## src/rtl/imem_loader.sv

```systemverilog
// Purpose : loads a length-prefixed big-endian byte stream into instruction memory as 32-bit words.
// Latency : mem_we pulses the cycle after the 4th byte of a word is accepted; done pulses one cycle after the last write.
// Backpres: byte_ready is low in IDLE, WRITE and FIN; byte_valid low in accepting states stalls with no state change.
//
// Ports:
//   clk, rst_n                  single clock, asynchronous active-low reset
//   start                       begin a load session (sampled in IDLE only)
//   byte_valid/byte_ready/byte_data  byte stream handshake: 2 length bytes (MSB first), then N*4 data bytes
//   mem_we/mem_addr/mem_wdata   one-cycle write port; address/data hold between writes
//   busy, done, err             session status; err marks a length larger than DEPTH_WORDS
module imem_loader #(
  parameter int unsigned DEPTH_WORDS = 1024,
  parameter logic [31:0] BASE_ADDR   = 32'd0
) (
  input  logic        clk,
  input  logic        rst_n,
  input  logic        start,
  input  logic        byte_valid,
  input  logic [7:0]  byte_data,
  output logic        byte_ready,
  output logic        mem_we,
  output logic [31:0] mem_addr,
  output logic [31:0] mem_wdata,
  output logic        busy,
  output logic        done,
  output logic        err
);

  typedef enum logic [2:0] {
    IDLE   = 3'd0,
    LEN_HI = 3'd1,
    LEN_LO = 3'd2,
    DATA   = 3'd3,
    WRITE  = 3'd4,
    FIN    = 3'd5
  } state_t;

  state_t      state_q, state_d;
  logic [15:0] len_q;
  logic [15:0] word_cnt_q;
  logic [1:0]  byte_cnt_q;
  logic [31:0] addr_q;
  logic [31:0] asm_q;
  logic [31:0] len_n;       // word count as it completes on the LEN_LO transfer
  logic [31:0] asm_next;
  logic        len_over;

  // Depends on state only, so handshake logic never loops back through it.
  assign byte_ready = (state_q == LEN_HI) || (state_q == LEN_LO) || (state_q == DATA);

  assign len_n    = {16'd0, len_q[15:8], byte_data};
  assign len_over = (len_n > DEPTH_WORDS);
  assign asm_next = {asm_q[23:0], byte_data};

  always_ff @(posedge clk or negedge rst_n) begin
    if (!rst_n) state_q <= IDLE;
    else        state_q <= state_d;
  end

  always_comb begin
    state_d = state_q;
    mem_we  = 1'b0;
    busy    = 1'b1;
    done    = 1'b0;
    case (state_q)
      IDLE: begin
        busy = 1'b0;
        if (start) state_d = LEN_HI;
      end
      LEN_HI: begin
        if (byte_valid) state_d = LEN_LO;
      end
      LEN_LO: begin
        if (byte_valid) begin
          if (len_n == 32'd0 || len_over) state_d = FIN;
          else                            state_d = DATA;
        end
      end
      DATA: begin
        if (byte_valid && byte_cnt_q == 2'd3) state_d = WRITE;
      end
      WRITE: begin
        mem_we = 1'b1;
        // word_cnt_q is incremented on this same edge, so compare the post-increment value.
        if (word_cnt_q + 16'd1 == len_q) state_d = FIN;
        else                             state_d = DATA;
      end
      FIN: begin
        done    = 1'b1;
        state_d = IDLE;
      end
      default: state_d = IDLE;
    endcase
  end

  always_ff @(posedge clk or negedge rst_n) begin
    if (!rst_n) begin
      len_q      <= '0;
      word_cnt_q <= '0;
      byte_cnt_q <= '0;
      addr_q     <= '0;
      asm_q      <= '0;
      mem_addr   <= '0;
      mem_wdata  <= '0;
      err        <= 1'b0;
    end else begin
      case (state_q)
        IDLE: begin
          if (start) begin
            err        <= 1'b0;
            word_cnt_q <= '0;
            byte_cnt_q <= '0;
            addr_q     <= BASE_ADDR;
          end
        end
        LEN_HI: begin
          if (byte_valid) len_q[15:8] <= byte_data;
        end
        LEN_LO: begin
          if (byte_valid) begin
            len_q[7:0] <= byte_data;
            if (len_over) err <= 1'b1;
          end
        end
        DATA: begin
          if (byte_valid) begin
            asm_q      <= asm_next;
            byte_cnt_q <= byte_cnt_q + 2'd1;
            // Output registers load only when a word completes, so they hold between writes
            // and are exactly addr/word during the WRITE cycle.
            if (byte_cnt_q == 2'd3) begin
              mem_addr  <= addr_q;
              mem_wdata <= asm_next;
            end
          end
        end
        WRITE: begin
          addr_q     <= addr_q + 32'd4;
          word_cnt_q <= word_cnt_q + 16'd1;
        end
        default: ;
      endcase
    end
  end

endmodule

```

## config.mk

```make
export PLATFORM = sky130hd
export DESIGN_NAME = imem_loader
export DESIGN_NICKNAME = d
export VERILOG_FILES = /design/src/rtl/imem_loader.sv
export SDC_FILE = /design/constraint.sdc
export NUM_CORES = 1
export LEC_CHECK = 0
export CAP_MARGIN = 20
export CORE_MARGIN = 8
export CORE_UTILIZATION = 39
export DETAILED_ROUTE_END_ITERATION = 7
export GPL_TIMING_DRIVEN = 0
export PLACE_DENSITY = 0.62
export REMOVE_ABC_BUFFERS = 1
export SYNTH_ARGS = -nofsm -noshare
export SYNTH_HDL_FRONTEND = slang
export SYNTH_SLANG_ARGS = --single-unit
export TNS_END_PERCENT = 1
```

## constraint.sdc

```tcl
create_clock -name clk -period 6.5 [get_ports clk]
set_clock_uncertainty 0.15 [all_clocks]
set_input_delay 0.975 -clock clk [delete_from_list [all_inputs] [get_ports clk]]
set_output_delay 0.975 -clock clk [all_outputs]
set_load 0.01 [all_outputs]
```

==> results of run 1 <==
[state kept, by name, summed over array words and instances (netlist names)]
name        flops
mem_wdata      32
addr_q         30
mem_addr       30
asm_q          24
len_q          16
word_cnt_q     16
state_q         3
byte_cnt_q      2
err             1
[synthesized netlist by cell type, drive strengths merged (3+ instances only)]
| library cell | number |
|---|---|
| dfrtp | 154 |
| mux2 | 100 |
| o21ai | 62 |
| nand2 | 48 |
| nand3 | 34 |
| clkbuf | 25 |
| a21oi | 20 |
| xnor2 | 18 |
| nand4 | 11 |
| nor2 | 11 |
| nor4 | 11 |
| and3 | 9 |
| buf | 9 |
| o211ai | 8 |
| inv | 7 |
| a31oi | 6 |
| o31ai | 6 |
| xor2 | 6 |
| and2 | 5 |
| and4 | 5 |
| nor3 | 5 |
| or4 | 4 |
| a22o | 3 |
| ha | 3 |
| mux2i | 3 |
| o41ai | 3 |
| or3 | 3 |
[worst min path at each step]
stage                  to  slack [ns]
5_1_grt        addr_q[31]        0.35
4_1_cts        addr_q[31]        0.33
3_5_place_dp   addr_q[31]        0.32
6_report       addr_q[31]        0.33
2_1_floorplan  addr_q[31]        0.29
3_3_place_gp   addr_q[31]        0.31
[power groups by stage]
stage / Clock (W) / Combinational (W) / Sequential (W)
2_1_floorplan: 0 / 0.000532 / 0.00145
3_3_place_gp: 0 / 0.000907 / 0.00145
3_5_place_dp: 0 / 0.000941 / 0.00147
4_1_cts: 0.000997 / 0.000945 / 0.00145
5_1_grt: 0.00103 / 0.00103 / 0.00149
6_report: 0.000970 / 0.000939 / 0.00145
[per-layer routing]
metal	track usage [%]	routed length, um	vias up
met5	0	0	-
li1	-	-	2334
met4	4.55	182	0
met2	22.2	7350	118
met1	17.6	6800	2457
met3	3.94	829	15
[kinds of logic after synthesis]
family / share of synthesized area, %
flops: 54.4
simple gates: 12.2
xor+xnor: 2.97
compound gates: 10.2
fa+ha+maj: 0.530
buf+inv: 3.37
other cells: 0.0529
mux: 16.3
[area by class of cell]
class                      instances  area (sq um)  area share, %
tap                              229           287           3.33
clock inverter                    15           154           1.79
sequential                       154          3850           44.8
multi-input combinational        406          3010           35.0
inverter                           7          28.8          0.334
clock buffer                      17           425           4.94
timing repair buffer              81           848           9.86
[placed cells by master (no fill, tap or decap), types with 8 or more instances in the layout]
| cell type | netlist | final |
|---|---|---|
| clkdlybuf4s50_1 | 0 | 77 |
| nor4_1 | 8 | 8 |
| dfrtp_1 | 154 | 154 |
| o211ai_1 | 8 | 8 |
| nand2_1 | 46 | 46 |
| nand4_1 | 9 | 9 |
| xnor2_1 | 18 | 18 |
| nand3_1 | 32 | 31 |
| o21ai_0 | 62 | 61 |
| clkbuf_16 | 0 | 17 |
| nor2_1 | 8 | 8 |
| mux2_2 | 100 | 100 |
| a21oi_1 | 20 | 20 |
[stage by stage]
step                cell area (sq um)  setup WS, ns  setup TNS, ns  util, %  power, W
detailed placement               8000          2.63              0     44.7   0.00241
floorplan                        6880          2.60              0        -   0.00198
global placement                 7940         -1.74        -266.59     44.4   0.00236
finish                           8610          2.56              0     48.1   0.00336
CTS                              8580          2.53              0     47.9   0.00339
global route                     8610          2.38              0     48.1   0.00355
[critical path, cell delays in order, from the launching register on]
cell and delay, ns:
dfrtp_1 0.50, nor2_2 0.22, nand2_2 0.49, inv_4 0.53, clkdlybuf4s50_1 0.63
==> impl_metrics.ini, run 1 <==
[worst_hold_path]
whs_path_depth = 1
min_path_type = flop to flop
hp-start = addr_q[31]

[die]
io_pins = 81
fp.coreArea_sq_um = 17900
initial_core_util_pct = 39.6
fp-row-count = 49
die-area_sq_um = 22700
die_y_um = 151
die_w_um = 151

[route]
avgRoutedWirePerCell_um = 16.7
ant_nets = 0
drc = 0
routed_wirelength_mm = 15.2
drt_first_pass_iters = 5
via_count = 4924
viasPerCell = 5.42
drtIter0Drc = 378

[synth]
synth_seq_area_share_pct = 54.4
syn_avg_cell_area_sq_um = 11.8
syn-instance-count = 600
synth_top_flop_cell = dfrtp_1
synthTopCellsByArea = dfrtp_1 54%, mux2_2 16%, o21ai_0 4.4%
synthArstFlopShare_pct = 100
yosysTopAreaCellShare_pct = 54.4
synth_edf_count = 0
synth.largest_area_cell = dfrtp_1
synthesis.area_sq_um = 7080
yosysWarnings = 0
synth.ff_latch_count = 154
synth_cell_types = 62

[power]
ir_drop_uv = 206
p_leak_nw = 3.71
pwr-share-comb_pct = 28.0
internal-power_w = 0.00230
power_switching_w = 0.00106
p_per_area_nw_per_um2 = 390
switching_share_pct = 31.5
clkPwrFrac_pct = 28.9
pwr-share-seq_pct = 43.2

[setup_path]
cp-end-kind = output port
startpoint = state_q[0]
crit_fanout = 39
startpoint_type = flop
regToRegEndpoint = addr_q[31]
reg2reg_slack_ns = 3.20
worst_ep_required_time_ns = 5.37
cp-endpoint = mem_we
reg2regPathDepth = 8
cp.arrival_ns = 2.82
crit_type = flop to output port
rr_startpoint = state_q[0]

[timing]
worst_pin_slew_ns = 0.938
hold_viol = 0
layout_min_cycle_time_ns = 3.94
relSlewSlack_pct = 36.9
rsz0062_at_grt = no
fin_crit_sh_pct = 60.6
slew_viol_final = 0
max_clock_freq_mhz = 254
finalSetupViolations = 0
hold_ws_ns = 0.333

[global_routing]
overflow = 0
grt_antenna_before_repair = 0
grt_pass1_vias = 4856
grt_max_degree = 80
grt_use_total_pct = 13.8
grt_pass1_wl_mm = 25.0

[cts]
insertion_delay_ns = 0.42
clkTransAtPathRegs_ns = 0.07
cts-resized-gates = 0
postCtsSetupRepairBufs = 0
cts_hold_buffers = 0
clock_path_buffers = 2
cts_buffers = 17
cts_tree = yes
cts_sinks = 154
cts_max_level = 4
clock-root-buffer = clkbuf_16

[placement]
io_buffers = 78
hpwl_mm = 10.3
place_congestion = 0.840
dpl.cell_count = 876

[finish]
drive_gt1_share_pct = 23.8
n_antenna_cell = 0
fin_cells = 909
num-nets-final = 682
fill_cells = 1600
syn2layout_area_growth_pct = 21.5

[outcome]
status = finished clean

[job]
maxCapViolCount = 0
No activity file was read; power rests on OpenSTA's default activity.
==> run 2: changes to the inputs <==
==> constraint.sdc (replaced) <==
create_clock -name clk -period 3.8 [get_ports clk]
set_clock_uncertainty 0.15 [all_clocks]
set_input_delay 0.57 -clock clk [delete_from_list [all_inputs] [get_ports clk]]
set_output_delay 0.57 -clock clk [all_outputs]
set_load 0.01 [all_outputs]
==> results of run 2 <==
Same layout as run 1 (identical final DEF). Status: finished clean.
Among the figures that moved: setup slack after placement 2.63 ns -> 0.332 ns; setup slack after layout 2.56 ns -> 0.263 ns; hold slack 0.333 ns -> 0.0306 ns; register-to-register setup slack 3.20 ns -> 0.50 ns; total power 0.00336 W -> 0.00574 W; worst IR drop on VDD 206 uV -> 352 uV
==> run 3: changes to the inputs <==
--- a/config.mk
+++ b/config.mk
@@ -9,8 +9,9 @@
 export CORE_MARGIN = 8
 export CORE_UTILIZATION = 39
 export DETAILED_ROUTE_END_ITERATION = 7
+export DONT_BUFFER_PORTS = 1
 export GPL_TIMING_DRIVEN = 0
-export PLACE_DENSITY = 0.62
+export PLACE_DENSITY = 0.56
 export REMOVE_ABC_BUFFERS = 1
 export SYNTH_ARGS = -nofsm -noshare
 export SYNTH_HDL_FRONTEND = slang
==> impl_metrics.ini, run 3 (same netlist as run 1, synthesis figures left out) <==
[placement]
dpl.cell_count = 798
hpwl_mm = 10.3
place_congestion = 0.819
io_buffers = 0

[route]
drc = 0
drtIter0Drc = 279
avgRoutedWirePerCell_um = 18.3
via_count = 4574
drt_first_pass_iters = 4
ant_nets = 0
viasPerCell = 5.51
routed_wirelength_mm = 15.2

[power]
power_switching_w = 0.00172
ir_drop_uv = 378
clkPwrFrac_pct = 31.4
p_per_area_nw_per_um2 = 694
internal-power_w = 0.00371
switching_share_pct = 31.7
pwr-share-seq_pct = 47.9
p_leak_nw = 3.42
pwr-share-comb_pct = 20.7

[die]
fp-row-count = 49
initial_core_util_pct = 39.6
die-area_sq_um = 22700
io_pins = 81
die_w_um = 151
fp.coreArea_sq_um = 17900
die_y_um = 151

[cts]
cts_tree = yes
clock-root-buffer = clkbuf_16
cts-resized-gates = 0
clkTransAtPathRegs_ns = 0.06
cts_max_level = 4
clock_path_buffers = 2
cts_sinks = 154
cts_buffers = 17
insertion_delay_ns = 0.43
postCtsSetupRepairBufs = 0

[finish]
fin_cells = 830
largest_reg_flops = 32
final_common_cell = dfrtp_1
top_regs = mem_wdata: 32 flops, addr_q: 30 flops, mem_addr: 30 flops
num-nets-final = 603
final_cell_mix = 154 x dfrtp_1, 100 x mux2_2, 61 x o21ai_0, 46 x nand2_1, 31 x nand3_1
syn2layout_area_growth_pct = 10.4
n_antenna_cell = 0
top_register = mem_wdata
drive_gt1_share_pct = 26.6
fin_util_pct = 43.7

[setup_path]
cp-end-kind = flop
worst_ep_required_time_ns = 3.96
slowest_delay_ns = 0.63
crit_path_frequent_cell = nor2_2
slowest_stage = or4_1
cp_cell_sequence = nor2_2 > nand2_2 > inv_4 > nand3_1 > or4_1 > nor2_2 > nand4_1 > mux2i_1
path_buf_inv = 1
rr_startpoint = state_q[0]
crit_fanout = 39
startpoint = state_q[0]
crit_type = flop to flop
cp.arrival_ns = 3.44
startpoint_type = flop
crit_family = simple AND/OR/NAND/NOR gates

[timing]
worst_pin_slew_ns = 0.965
fin_crit_sh_pct = 86.5
rsz0062_at_grt = no
layout_min_cycle_time_ns = 3.29
hold_viol = 154
hold_ws_ns = -0.305
finalSetupViolations = 0
relSlewSlack_pct = 35.1
slew_viol_final = 0
max_clock_freq_mhz = 304

[global_routing]
grt_max_degree = 155
grt_pass1_vias = 4709
overflow = 0
grt_antenna_before_repair = 0
grt_use_total_pct = 14.1
grt_pass1_wl_mm = 25.2

[worst_hold_path]
min_path_type = input port to asynchronous set/reset pin

[outcome]
status = finished, violations left
violations = hold timing

[job]
maxCapViolCount = 0
run 3: cell count changes in the layout (fill, tap and decap cells not counted), sizes merged:
cell and delta:
clkinv -1, bufinv +1, clkinvlp +3, inv -4, clkdlybuf4s50 -77, buf -2, clkbuf +1
run 3: metrics by stage:
| stage | instance area (sq um) | power, W | setup TNS, ns | worst slack (ns) |
|---|---|---|---|---|
| floorplan | 6880 | 0.00339 | 0 | 0.306 |
| global placement | 7160 | 0.00367 | -46.01 | -0.751 |
| detailed placement | 7220 | 0.00378 | 0 | 0.465 |
| CTS | 7820 | 0.00550 | 0 | 0.448 |
| global route | 7820 | 0.00576 | 0 | 0.203 |
| finish | 7820 | 0.00543 | 0 | 0.514 |
run 3: final cells by class:
type	instances	area, sq um
fill	1633	10100
clock inverter	14	161
clock buffer	18	439
sequential	154	3850
inverter	7	28.8
tap	229	287
multi-input combinational	406	3010
timing repair buffer	2	42.5
run 3: final timing paths:
kind,slack [ns],depth (start not counted),to
hold reg to reg,0.34,1,addr_q[31]
setup / recovery,0.51,8,addr_q[31]
max in group asynchronous,3.59,0,mem_wdata[15]
setup reg to reg,0.51,8,addr_q[31]
hold / removal,-0.31,0,mem_addr[27]
min in group clk,0.12,2,len_q[9]
run 3: power groups by stage:
stage	Sequential [W]	Clock, W	Combinational [W]
after detailed placement	0.00265	0	0.00113
after global placement	0.00261	0	0.00105
after CTS	0.00262	0.00174	0.00114
after global routing	0.00268	0.00183	0.00125
after floorplan	0.00248	0	0.000909
final	0.00260	0.00171	0.00112
run 3: layer usage:
layer,vias to the layer above,wire [um],global-route usage (%)
met5,-,0,0
met2,86,7300,22.0
met3,14,1070,4.84
met1,2304,6650,17.8
li1,2170,-,-
met4,0,181,5.34
run 3: worst register-to-register path, stage by stage (launching register included):
cell and delay [ns]:
dfrtp_1 0.51, nor2_2 0.23, nand2_2 0.47, inv_4 0.54
nand3_1 0.22, or4_1 0.63, nor2_2 0.17, nand4_1 0.13
mux2i_1 0.14
